--- config.mk ---
export PLATFORM = sky130hd
export DESIGN_NAME = operand_pair_sequencer
export DESIGN_NICKNAME = d
export VERILOG_FILES = /design/src/rtl/operand_pair_sequencer.sv
export SDC_FILE = /design/constraint.sdc
export NUM_CORES = 1
export LEC_CHECK = 0
export CORE_UTILIZATION = 48
export DETAILED_ROUTE_END_ITERATION = 8
export HOLD_SLACK_MARGIN = 0.1
export PLACE_DENSITY = 0.81
export SLEW_MARGIN = 20
export SYNTH_ARGS = -nofsm -noshare
export SYNTH_HDL_FRONTEND = slang
export SYNTH_SLANG_ARGS = --single-unit
--- constraint.sdc ---
create_clock -name clock -period 3.4 [get_ports clock]
set_input_delay 0.34 -clock clock [delete_from_list [all_inputs] [get_ports clock]]
set_output_delay 0.34 -clock clock [all_outputs]
set_load 0.02 [all_outputs]
--- src/rtl/operand_pair_sequencer.sv ---
// operand_pair_sequencer
//   Turns one matched block (packed dense index pairs + counts) into a stream
//   of (activation address, weight address) beats, one per cycle, into the
//   compressed operand buffers. Running base pointers advance by the block's
//   nonzero counts and return to zero after the final block of a dot product.
//
// Ports
//   clock, resetn              clock, asynchronous active-low reset
//   in_valid / in_ready        block handshake (in_ready only in IDLE)
//   in_indicesA / in_indicesW  packed dense indices, entry k at [(k+1)*IW-1 -: IW]
//   in_pairCount               valid pairs in the block (clamped to BITMASK_LENGTH)
//   in_countA / in_countW      nonzero counts used to advance the bases
//   in_last                    final block of the dot product
//   out_valid / out_ready      beat handshake
//   out_addrA / out_addrW      compressed-buffer addresses
//   out_null                   beat carries no pair (empty final block)
//   out_last                   final beat of the dot product
//   busy                       sequencer is not idle
module operand_pair_sequencer #(
  parameter int BITMASK_LENGTH   = 8,
  parameter int INDEX_BITWIDTH   = 3,
  parameter int COUNT_BITWIDTH   = 4,
  parameter int POINTER_BITWIDTH = 12
) (
  input  logic                                     clock,
  input  logic                                     resetn,
  input  logic                                     in_valid,
  output logic                                     in_ready,
  input  logic [BITMASK_LENGTH*INDEX_BITWIDTH-1:0] in_indicesA,
  input  logic [BITMASK_LENGTH*INDEX_BITWIDTH-1:0] in_indicesW,
  input  logic [COUNT_BITWIDTH-1:0]                in_pairCount,
  input  logic [COUNT_BITWIDTH-1:0]                in_countA,
  input  logic [COUNT_BITWIDTH-1:0]                in_countW,
  input  logic                                     in_last,
  output logic                                     out_valid,
  input  logic                                     out_ready,
  output logic [POINTER_BITWIDTH-1:0]              out_addrA,
  output logic [POINTER_BITWIDTH-1:0]              out_addrW,
  output logic                                     out_null,
  output logic                                     out_last,
  output logic                                     busy
);

  localparam logic [COUNT_BITWIDTH-1:0] MAX_PAIRS = COUNT_BITWIDTH'(BITMASK_LENGTH);

  typedef enum logic [1:0] {IDLE, EMIT, NULL} state_t;

  state_t state, state_next;

  logic [BITMASK_LENGTH-1:0][INDEX_BITWIDTH-1:0] held_idx_a, held_idx_w;
  logic [COUNT_BITWIDTH-1:0]   held_pairs, held_count_a, held_count_w;
  logic                        held_last;
  logic [INDEX_BITWIDTH-1:0]   k;
  logic [POINTER_BITWIDTH-1:0] base_a, base_w;

  logic                      accept;
  logic [COUNT_BITWIDTH-1:0] pairs_clamped;
  logic                      last_pair;

  // in_ready is decoded purely from the state register.
  assign in_ready      = (state == IDLE);
  assign busy          = (state != IDLE);
  assign accept        = in_valid && in_ready;
  assign pairs_clamped = (in_pairCount > MAX_PAIRS) ? MAX_PAIRS : in_pairCount;
  assign last_pair     = (COUNT_BITWIDTH'(k) == held_pairs - COUNT_BITWIDTH'(1));

  // NOTE: sequential state uses non-blocking (<=) so every register samples
  // the pre-edge values; blocking (=) here would create order-dependent races.
  always_ff @(posedge clock or negedge resetn) begin
    if (!resetn) state <= IDLE;
    else         state <= state_next;
  end

  // NOTE: every output and next-state signal gets a default before the case,
  // otherwise an unassigned path would infer a latch.
  always_comb begin
    state_next = state;
    out_valid  = 1'b0;
    out_null   = 1'b0;
    out_last   = 1'b0;
    out_addrA  = '0;
    out_addrW  = '0;
    unique case (state)
      IDLE: begin
        if (accept) begin
          if (pairs_clamped != '0) state_next = EMIT;
          else if (in_last)        state_next = NULL;
        end
      end
      EMIT: begin
        out_valid = 1'b1;
        out_addrA = base_a + POINTER_BITWIDTH'(held_idx_a[k]);
        out_addrW = base_w + POINTER_BITWIDTH'(held_idx_w[k]);
        out_last  = held_last && last_pair;
        if (out_ready && last_pair) state_next = IDLE;
      end
      NULL: begin
        out_valid = 1'b1;
        out_null  = 1'b1;
        out_last  = 1'b1;
        if (out_ready) state_next = IDLE;
      end
      default: state_next = IDLE;
    endcase
  end

  // Pair cursor and running bases.
  always_ff @(posedge clock or negedge resetn) begin
    if (!resetn) begin
      k      <= '0;
      base_a <= '0;
      base_w <= '0;
    end else begin
      unique case (state)
        IDLE: begin
          if (accept) begin
            k <= '0;
            // An empty non-final block contributes only to the bases.
            if (pairs_clamped == '0 && !in_last) begin
              base_a <= base_a + POINTER_BITWIDTH'(in_countA);
              base_w <= base_w + POINTER_BITWIDTH'(in_countW);
            end
          end
        end
        EMIT: begin
          if (out_ready) begin
            if (!last_pair) begin
              k <= k + 1'b1;
            end else if (held_last) begin
              base_a <= '0;
              base_w <= '0;
            end else begin
              base_a <= base_a + POINTER_BITWIDTH'(held_count_a);
              base_w <= base_w + POINTER_BITWIDTH'(held_count_w);
            end
          end
        end
        NULL: begin
          if (out_ready) begin
            base_a <= '0;
            base_w <= '0;
          end
        end
        default: ;
      endcase
    end
  end

  // NOTE: the holding registers are deliberately not reset; they are only
  // observed in EMIT, which is reachable only after a capture fills them.
  always_ff @(posedge clock) begin
    if (accept) begin
      held_idx_a   <= in_indicesA;
      held_idx_w   <= in_indicesW;
      held_pairs   <= pairs_clamped;
      held_count_a <= in_countA;
      held_count_w <= in_countW;
      held_last    <= in_last;
    end
  end

endmodule

==> summary.md, run 1 <==
| Metric | Value |
|---|---|
| Number of cells produced by synthesis | `475` |
| Final hold violation count | `0` |
| Data required time of the worst path | `3.06 ns` |
| Library cell appearing most often on the critical path | `sky130_fd_sc_hd__buf_4` |
| Number of vias after detailed routing | `4,209` |
| Post-DP Area | `6460 um2` |
| Worst reg-to-reg setup slack | `0.57 ns` |
| Largest incremental delay on the critical path | `0.48 ns` |
| Leak | `2.60 nW` |
| Detailed placer's ending HPWL | `9.03 mm` |
| Max Buffers Root-to-Sink | `2` |
| Critical path fanouts, max | `5` |
| Sink count of the clock tree | `90` |
| Clock tree from TritonCTS | `done` |
| Cell Rows | `38` |
| Per-cell via count in the routed design | `5.86` |
| Wire length of the first global-routing pass | `20.2 mm` |
| Nature of the critical path endpoint | `output pin` |
| Vias in the first global route | `4,264` |
| Full die area | `11,600 um2` |
| Syn Nets | `574` |
| Synth Flop Type | `sky130_fd_sc_hd__edfxtp_1` |
| Maximum number of pins on one net before global-route repair | `57` |
| Arrival time of data at the critical path endpoint | `3.04 ns` |
| All-Layer GR Usage | `0.227` |
| Relative slew margins | `0.446` |
| DRC violation count after routing | `0` |
| Layout Skew | `0.0124 ns` |
| Max Clock Freq | `0.296 GHz` |
| Number of storage elements in the synthesis netlist | `90` |
| Final worst-path setup slack | `0.0182 ns` |
| Final setup viols | `0` |
| Quantity of I/O buffers inserted on ports | `93` |
| Number of buffers added by the clock tree synthesis step | `9` |
| Initial antenna violation count | `0` |
| Mapped Avg Cell Area | `11.2 um2` |
| Proportion of synthesized flip-flops having asynchronous set or reset | `0.322` |
| Number of synthesized flops with an enable pin | `61` |
| Share of post-route cells with drive strength above 1 | `0.183` |
| Total wire length after detailed routing | `12.5 mm` |
| Total power of the final layout | `6.22 mW` |
| Pwr Density | `914 nW/um2` |
| Count of cell types in the netlist | `58` |
| Gr ovfl total | `0` |
| Pin slew with the least headroom to its limit | `0.831 ns` |
| CTS clk-pin slew, worst paths | `0.09 ns` |
| Post-synthesis instance area | `5340 um2` |
| Ys Warns | `0` |
| Effective utilization at floorplan | `0.493` |
| Chain of cells forming the critical path | `clkbuf_16 -> mux4_2 -> mux2_4 -> ha_4 -> a21o_1 -> a21oi_2 -> buf_4 -> nor3b_4 -> nand3_1 -> xor2_1 -> nor2_1 -> buf_4` |
| Post-layout net count | `672` |
| Insertion delay of the later-clocked pin in the worst-skew pair | `0.36 ns` |
| Antenna cells | `0` |
| Peak VDD IR | `0.363 mV` |
| Total I/O pin count | `94` |
| Setup Total Neg Slack | `0 ns` |
| Element type at the critical path start | `flip-flop` |
| Post-DR wirelength/cell | `17.4 um` |
| Weighted congestion at the end of routability-driven global placement | `0.872` |
| Final Instance Area | `6810 um2` |
| Category of the most critical setup path | `flip-flop to output pin` |
| Post-route minimum period | `3.38 ns` |
| Path class of the lowest-slack min-delay path | `flip-flop to flip-flop` |
| Pre-CTS setup slack | `-0.159 ns` |
| H-tree levels | `3` |
| Number of iterations in the first detailed-routing pass | `5` |
| Clock tree root buffer cell | `sky130_fd_sc_hd__clkbuf_8` |
| Master of the slowest instance on the critical path | `sky130_fd_sc_hd__mux4_2` |
| Part of the Yosys area used for sequential elements | `0.479` |
| Horizontal die dimension | `107 um` |
| Max Transition Viols Final | `0` |
| Floorplan core area | `10,800 um2` |
| Max-cap violations | `0` |
| Area grow syn2layout | `27.4%` |
| Outcome | `complete, no violations` |
| Die Height | `107 um` |
| Worst hold slack across all endpoints | `0.483 ns` |
| Antenna violation net count after detailed routing | `0` |
| Violation count after the first detailed-route iteration | `241` |
| Final period utilization | `0.995` |
| Setup repair after global routing missed its margin | `yes` |
==> synth_stat cells (all sizes together) (12+ instances only) <==
cell    count  share of area
inv        18          0.013
dfrtp      29           0.14
a21o       12          0.017
clkbuf     20          0.014
edfxtp     61           0.34
o21ai      33          0.031
nor2       36          0.025
nand3      13          0.012
nand2      22          0.016
mux4       12          0.051
a21oi      38          0.038
ha         28          0.066
xor2       20          0.033
==> layout make-up <==
cell class | count | area, um2
fill | 851 | 4040
tap | 140 | 175
multi-input combinational | 339 | 2770
clock inverter | 6 | 48.8
clock buffer | 10 | 128
timing repair buffer | 115 | 1060
inverter | 18 | 67.6
sequential | 90 | 2560
==> registers in the layout (all words and copies together), names as in the netlist <==
| register | cells |
|---|---|
| held_idx_a | 24 |
| base_w | 12 |
| held_pairs | 4 |
| held_idx_w | 24 |
| k | 3 |
| base_a | 12 |
| held_last | 1 |
| state | 2 |
| held_count_w | 4 |
| held_count_a | 4 |
==> report_power, final <==
group          switching [mW]  internal, mW  total (mW)
Combinational            2.03          1.71        3.73
Clock                   0.407         0.273       0.680
Sequential              0.323          1.49        1.81
==> routing by layer <==
layer  GRT usage  vias to the layer above  share of wire
li1            -                     1953              -
met1       0.287                     2038           0.40
met2       0.381                      191           0.51
met3      0.0466                       27          0.069
met4      0.0910                        0          0.022
met5           0                        -              0
==> cells by family (layout without fill, tap and decap cells) <==
logic type,count (synthesis),after routing,synth area share
xor gates and xnor gates,29,29,0.0476
and+or+nand+nor,121,121,0.116
AOI/OAI and AO/OA,136,136,0.167
muxes,19,19,0.0651
buffers and inverters,46,149,0.0370
adders and majority gates,34,34,0.0881
DFF,90,90,0.479
==> cells in the final DEF, fill, tap and decap left out, types with 17 or more instances in the layout <==
master and instances:
sky130_fd_sc_hd__dfrtp_1 27, sky130_fd_sc_hd__buf_4 29, sky130_fd_sc_hd__nor2_1 36, sky130_fd_sc_hd__xor2_1 20, sky130_fd_sc_hd__a21oi_1 33, sky130_fd_sc_hd__nand2_1 18, sky130_fd_sc_hd__ha_1 22, sky130_fd_sc_hd__inv_1 17
sky130_fd_sc_hd__clkdlybuf4s50_1 70, sky130_fd_sc_hd__edfxtp_1 61, sky130_fd_sc_hd__o21ai_1 20
==> worst paths after layout <==
kind | to | startpoint | cells after the start
min in group asynchronous | base_a[5] | resetn | 2
max | out_addrW[9] | k[0] | 12
max in group asynchronous | k[0] | resetn | 2
min | base_w[10] | base_w[10] | 1
max reg2reg | base_w[9] | k[2] | 8
min reg2reg | base_w[10] | base_w[10] | 1
==> worst max-delay path: cells and delay by family (launching register included) <==
kind / cells / cell delay [ns]
AO/OA/AOI/OAI: 2 / 0.18
XOR/XNOR: 1 / 0.16
flip-flops: 1 / 0.44
adder cells (fa/ha/maj): 1 / 0.26
AND/OR/NAND/NOR: 3 / 0.42
buffers and inverters: 3 / 0.45
multiplexers: 2 / 0.77
==> metrics by stage <==
stage | util | std cells
2_1_floorplan | - | 475
3_3_place_gp | 0.596 | 698
3_5_place_dp | 0.596 | 698
4_1_cts | 0.612 | 716
5_1_grt | 0.628 | 718
6_report | 0.628 | 718
==> what timing repair did <==
| action | CTS | global route |
|---|---|---|
| endpoints found under the hold margin | 29 | 0 |
| gates cloned | 0 | 1 |
| endpoints found under the setup margin | 22 | 19 |
| buffers inserted | 1 | 1 |
| hold buffers | 1 | 0 |
| pin swaps | 4 | 10 |
| gates resized for setup | 86 | 35 |
(Power assumes the default switching activity.)
==> inputs of run 2 (changes only) <==
--- a/config.mk
+++ b/config.mk
@@ -9,6 +9,7 @@
 export DETAILED_ROUTE_END_ITERATION = 8
 export HOLD_SLACK_MARGIN = 0.1
 export PLACE_DENSITY = 0.81
+export SKIP_LAST_GASP = 1
 export SLEW_MARGIN = 20
 export SYNTH_ARGS = -nofsm -noshare
 export SYNTH_HDL_FRONTEND = slang
==> summary.md, run 2 (synthesis results as in run 1) <==
| Metric | Value |
|---|---|
| Gr ovfl total | `0` |
| Cell Rows | `38` |
| Max-cap violations | `0` |
| Per-cell via count in the routed design | `5.80` |
| Sink count of the clock tree | `90` |
| Area occupied by multi-input gates | `2720 um2` |
| Antenna violation net count after detailed routing | `0` |
| Fill cells | `851` |
| Number of vias after detailed routing | `4,182` |
| Max Buffers Root-to-Sink | `2` |
| Largest incremental delay on the critical path | `0.49 ns` |
| Horizontal die dimension | `107 um` |
| Share of total power consumed by net switching | `0.440` |
| Cell family with most CP delay | `multiplexers` |
| Wire length of the first global-routing pass | `20.2 mm` |
| Data required time of the worst path | `3.06 ns` |
| Terminus of the critical flop-to-flop path | `base_w[9]` |
| Final worst-path setup slack | `-0.0389 ns` |
| Maximum number of pins on one net before global-route repair | `57` |
| All-Layer GR Usage | `0.228` |
| Total wire length after detailed routing | `12.4 mm` |
| Master of the slowest instance on the critical path | `sky130_fd_sc_hd__mux4_2` |
| Number of buffers added by the clock tree synthesis step | `9` |
| Post-layout net count | `675` |
| Startpoint of the lowest-slack hold path | `base_w[10]` |
| Pin slew with the least headroom to its limit | `0.818 ns` |
| Effective utilization at floorplan | `0.493` |
| Switching power of the nets | `2.71 mW` |
| DRC violation count after routing | `0` |
| Utilization after layout | `0.627` |
| Leading cell types in the layout, fill and taps excluded | `70 x sky130_fd_sc_hd__clkdlybuf4s50_1, 61 x sky130_fd_sc_hd__edfxtp_1, 36 x sky130_fd_sc_hd__nor2_1, 33 x sky130_fd_sc_hd__a21oi_1, 28 x sky130_fd_sc_hd__buf_4` |
| Sequential cell area | `2560 um2` |
| Worst R2R Path Depth | `8` |
| Critical path fanouts, max | `4` |
| H-tree levels | `3` |
| Sequential cell fraction of total power | `0.293` |
| Vias in the first global route | `4,272` |
| Nature of the critical path endpoint | `output pin` |
| Violation count after the first detailed-route iteration | `262` |
| Leak | `2.61 nW` |
| Category of the most critical setup path | `flip-flop to output pin` |
| Setup Total Neg Slack | `-0.0845 ns` |
| Post-DP Area | `6460 um2` |
| Final setup viols | `4` |
| Number of iterations in the first detailed-routing pass | `5` |
| Antenna cells | `0` |
| Post-DR wirelength/cell | `17.2 um` |
| Area grow syn2layout | `27.2%` |
| Path class of the lowest-slack min-delay path | `flip-flop to flip-flop` |
| Weighted congestion at the end of routability-driven global placement | `0.872` |
| Initial antenna violation count | `0` |
| Worst min-delay path endpoint | `base_w[10]` |
| Max Transition Viols Final | `0` |
| Worst reg-to-reg setup slack | `0.59 ns` |
| Peak VDD IR | `0.373 mV` |
| Logic pwr share | `0.597` |
| Pint | `3.44 mW` |
| Clock tree from TritonCTS | `done` |
| Floorplan core area | `10,800 um2` |
| Most common library cell in the layout ignoring fill and taps | `sky130_fd_sc_hd__clkdlybuf4s50_1` |
| Setup repair after global routing missed its margin | `yes` |
| Final hold violation count | `0` |
| Registers with the most flip-flops | `held_idx_a x24, held_idx_w x24` |
| Post-route minimum period | `3.44 ns` |
| Total I/O pin count | `94` |
| Quantity of I/O buffers inserted on ports | `93` |
| Pwr Density | `905 nW/um2` |
| Final period utilization | `1.01` |
| Relative slew margins | `0.454` |
| CP Buf/Inv Count | `3` |
| Final Instance Area | `6800 um2` |
| Max Clock Freq | `0.291 GHz` |
| First element of the critical path | `k[0]` |
| Arrival time of data at the critical path endpoint | `3.10 ns` |
| Full die area | `11,600 um2` |
| Outcome | `complete, but fails checks` |
| Clock network fraction of total power | `0.110` |
| Clock tree root buffer cell | `sky130_fd_sc_hd__clkbuf_8` |
| Reg-to-reg startpoint | `k[2]` |
| Die Height | `107 um` |
| Count of cells along the worst hold path | `1` |
| Detailed placer's ending HPWL | `9.03 mm` |
| Element type at the critical path start | `flip-flop` |
| Violated checks | `negative setup slack` |
| Layout Skew | `0.0117 ns` |
| Share of post-route cells with drive strength above 1 | `0.182` |
| CTS clk-pin slew, worst paths | `0.09 ns` |
| Chain of cells forming the critical path | `buf_12 -> mux4_2 -> mux2_4 -> ha_4 -> a21o_1 -> a21oi_2 -> and3b_2 -> buf_6 -> xnor2_1 -> nor2_1 -> buf_4` |
| Insertion delay of the later-clocked pin in the worst-skew pair | `0.36 ns` |
## run 2: area by class of cell
type,instances,area share
multi-input cells,339,0.400
flip-flops and latches,90,0.377
repair buffers,118,0.162
well taps,140,0.0258
clock buffers,10,0.0188
inverters,18,0.00994
clock inverters,6,0.00718
## run 2: worst max path at each step
stage | cells after the start | to | slack, ns
5_1_grt | 12 | out_addrW[9] | -0.13
3_5_place_dp | 10 | out_addrA[8] | -0.16
4_1_cts | 11 | out_addrA[8] | -0.18
6_report | 11 | out_addrA[7] | -0.04
2_1_floorplan | 11 | out_addrW[9] | 0.07
3_3_place_gp | 11 | out_addrA[8] | -0.10
## run 2: worst reg2reg max path, cell delays in order, from the launching register on
cell,delay [ns]
sky130_fd_sc_hd__dfrtp_1,0.54
sky130_fd_sc_hd__buf_4,0.23
sky130_fd_sc_hd__xor2_1,0.15
sky130_fd_sc_hd__or4b_4,0.51
sky130_fd_sc_hd__a21oi_4,0.26
sky130_fd_sc_hd__o211ai_2,0.33
sky130_fd_sc_hd__buf_4,0.31
sky130_fd_sc_hd__o31ai_1,0.27
sky130_fd_sc_hd__o21ai_1,0.10
## run 2: per-layer routing
layer,GRT usage,wire length [um],vias up
li1,-,-,1958
met1,0.288,5120,2027
met3,0.0466,762,22
met2,0.380,6330,175
met4,0.0930,207,0
met5,0,0,-
## run 2: repair_timing
item	CTS	global route
buffers inserted	1	4
hold buffers	1	0
cloned	0	1
endpoints found under the hold margin	29	0
pin swaps	4	9
gates resized for setup	69	41
endpoints found under the setup margin	22	19
## run 2: power groups by stage
stage | Sequential, mW | Combinational, mW | Clock, mW
finish | 1.80 | 3.67 | 0.678
global route | 1.85 | 4.01 | 0.733
CTS | 1.78 | 3.44 | 0.691
detailed placement | 1.80 | 3.40 | 0
global placement | 1.77 | 3.28 | 0
floorplan | 1.65 | 2.43 | 0
## run 2: through the flow
stage	setup slack (ns)	total power, mW	hold WS (ns)	cells
3_3_place_gp	-0.103	5.05	0.430	698
2_1_floorplan	0.0703	4.08	0.0444	475
6_report	-0.0389	6.15	0.484	721
3_5_place_dp	-0.159	5.20	0.428	698
5_1_grt	-0.126	6.59	0.512	721
4_1_cts	-0.182	5.91	0.484	716
==> inputs of run 3 (changes only) <==
--- a/config.mk
+++ b/config.mk
@@ -5,10 +5,11 @@
 export SDC_FILE = /design/constraint.sdc
 export NUM_CORES = 1
 export LEC_CHECK = 0
-export CORE_UTILIZATION = 48
+export CORE_UTILIZATION = 50
+export CTS_BUF_LIST = sky130_fd_sc_hd__clkbuf_4
 export DETAILED_ROUTE_END_ITERATION = 8
 export HOLD_SLACK_MARGIN = 0.1
-export PLACE_DENSITY = 0.81
+export PLACE_DENSITY = 0.83
 export SKIP_LAST_GASP = 1
 export SLEW_MARGIN = 20
 export SYNTH_ARGS = -nofsm -noshare
==> summary.md, run 3 (synthesis results as in run 1) <==
| Metric | Value |
|---|---|
| Outcome | `complete, but fails checks` |
| Violated checks | `negative setup slack` |
| Peak VDD IR | `0.426 mV` |
| Number of vias after detailed routing | `4,070` |
| Per-cell via count in the routed design | `5.68` |
| Area grow syn2layout | `26.4%` |
| Pint | `3.37 mW` |
| H-tree levels | `3` |
| Pwr Density | `894 nW/um2` |
| Die Height | `105 um` |
| Layout Skew | `0.0264 ns` |
| Antenna violation net count after detailed routing | `0` |
| Sequential cell area | `2560 um2` |
| Registers with the most flip-flops | `held_idx_a x24, held_idx_w x24` |
| Post-DP Area | `6510 um2` |
| Cell Rows | `37` |
| Weighted congestion at the end of routability-driven global placement | `0.870` |
| Chain of cells forming the critical path | `buf_12 -> mux4_2 -> mux2_4 -> ha_4 -> fa_2 -> a21oi_2 -> nor2b_2 -> nand3_1 -> xor2_1 -> nor2_1 -> buf_4` |
| Final period utilization | `1.02` |
| Post-layout net count | `675` |
| Utilization after layout | `0.654` |
| Final hold violation count | `0` |
| Horizontal die dimension | `105 um` |
| Wire length of the first global-routing pass | `18.9 mm` |
| Share of total power consumed by net switching | `0.442` |
| Antenna cells | `0` |
| Logic pwr share | `0.609` |
| Number of hold buffers added after CTS | `0` |
| Fill cells | `798` |
| Element type at the critical path start | `flip-flop` |
| Relative slew margins | `0.535` |
| Clock network fraction of total power | `0.093` |
| Master of the slowest instance on the critical path | `sky130_fd_sc_hd__mux4_2` |
| CTS clk-pin slew, worst paths | `0.16 ns` |
| Maximum number of pins on one net before global-route repair | `53` |
| Number of buffers added by the clock tree synthesis step | `9` |
| Reg-to-reg startpoint | `held_pairs[0]` |
| Violation count after the first detailed-route iteration | `228` |
| Insertion delay of the later-clocked pin in the worst-skew pair | `0.45 ns` |
| Share of post-route cells with drive strength above 1 | `0.188` |
| Total wire length after detailed routing | `12.0 mm` |
| Detailed placer's ending HPWL | `8.74 mm` |
| Full die area | `11,100 um2` |
| Max-cap violations | `0` |
| Path class of the lowest-slack min-delay path | `primary input to asynchronous set/reset pin` |
| Pin slew with the least headroom to its limit | `0.696 ns` |
| Clock tree from TritonCTS | `done` |
| Data required time of the worst path | `3.06 ns` |
| Max Clock Freq | `0.289 GHz` |
| Category of the most critical setup path | `flip-flop to output pin` |
| Length of routed met2 wiring | `6.08 mm` |
| Leading cell types in the layout, fill and taps excluded | `70 x sky130_fd_sc_hd__clkdlybuf4s50_1, 61 x sky130_fd_sc_hd__edfxtp_1, 36 x sky130_fd_sc_hd__nor2_1, 35 x sky130_fd_sc_hd__buf_4, 33 x sky130_fd_sc_hd__a21oi_1` |
| Sink count of the clock tree | `90` |
| Max Buffers Root-to-Sink | `2` |
| Terminus of the critical flop-to-flop path | `base_w[4]` |
| Final Instance Area | `6750 um2` |
| Area occupied by multi-input gates | `2720 um2` |
| Floorplan core area | `10,300 um2` |
| Quantity of I/O buffers inserted on ports | `93` |
| Highest metal used | `met4` |
| Worst R2R Path Depth | `8` |
| Initial antenna violation count | `0` |
| Largest incremental delay on the critical path | `0.51 ns` |
| Number of iterations in the first detailed-routing pass | `4` |
| Effective utilization at floorplan | `0.517` |
| Critical path fanouts, max | `6` |
| Most common library cell in the layout ignoring fill and taps | `sky130_fd_sc_hd__clkdlybuf4s50_1` |
| Vias in the first global route | `4,115` |
| Met3 wire length | `751 um` |
| Post-route minimum period | `3.46 ns` |
| DRC violation count after routing | `0` |
| Post-DR wirelength/cell | `16.8 um` |
| All-Layer GR Usage | `0.218` |
| Max Transition Viols Final | `0` |
| Arrival time of data at the critical path endpoint | `3.12 ns` |
| Metal1 wirelength | `5.00 mm` |
| Nature of the critical path endpoint | `output pin` |
| Leak | `2.61 nW` |
| Final worst-path setup slack | `-0.0552 ns` |
| Switching power of the nets | `2.67 mW` |
| Setup repair after global routing missed its margin | `yes` |
| Clock tree root buffer cell | `sky130_fd_sc_hd__clkbuf_4` |
| Worst reg-to-reg setup slack | `0.59 ns` |
| Gr ovfl total | `0` |
| Final setup viols | `11` |
| Total I/O pin count | `94` |
| Sequential cell fraction of total power | `0.298` |
-- run 3: worst max-delay path, delay by kind of cell (launching register included) --
| kind | cells | cell delay [ns] |
|---|---|---|
| multiplexers | 2 | 0.81 |
| adder cells (fa/ha/maj) | 2 | 0.55 |
| flip-flops | 1 | 0.44 |
| buffers and inverters | 2 | 0.30 |
| AND/OR/NAND/NOR | 3 | 0.25 |
| AO/OA/AOI/OAI | 1 | 0.19 |
| XOR/XNOR | 1 | 0.14 |
-- run 3: metal layers --
layer,GRT usage,vias to the layer above
li1,-,1961
met1,0.264,1945
met2,0.383,149
met3,0.0390,15
met4,0.0875,0
met5,0,-
-- run 3: area by class of cell --
cell class | instances | area share
multi-input cells | 339 | 0.403
flip-flops and latches | 90 | 0.379
repair buffers | 118 | 0.164
well taps | 136 | 0.0252
clock buffers | 10 | 0.0111
inverters | 18 | 0.0100
clock inverters | 6 | 0.00760
-- run 3: worst max-delay path by stage --
stage | from | endpoint | slack (ns)
floorplan | k[0] | out_addrW[9] | 0.07
global placement | k[0] | out_addrW[6] | -0.04
detailed placement | k[0] | out_addrA[6] | -0.12
CTS | k[0] | out_addrA[9] | -0.22
global route | k[0] | out_addrW[9] | -0.22
finish | k[0] | out_addrW[8] | -0.06
-- run 3: through the flow --
stage                     instances  hold slack [ns]  setup TNS [ns]  power (mW)  setup slack, ns
after floorplan                 475           0.0444               0        4.08           0.0703
after global placement          699            0.468          -0.254        5.09          -0.0449
after detailed placement        699            0.474           -1.20        5.22           -0.121
after CTS                       715            0.260           -2.35        5.82           -0.219
after global routing            717            0.297           -2.08        6.44           -0.220
final                           717            0.256          -0.253        6.04          -0.0552
-- run 3: power groups by stage --
stage	registers, mW	logic [mW]	clock network (mW)
final	1.80	3.68	0.560
after global routing	1.84	3.99	0.610
after CTS	1.78	3.48	0.568
after detailed placement	1.80	3.42	0
after global placement	1.78	3.31	0
after floorplan	1.65	2.43	0
-- run 3: what timing repair did --
| action | CTS | global route |
|---|---|---|
| resized for setup | 79 | 50 |
| endpoints found under the setup margin | 22 | 21 |
| pin swaps | 4 | 17 |
| gates cloned | 0 | 1 |
| buffers inserted | 0 | 1 |
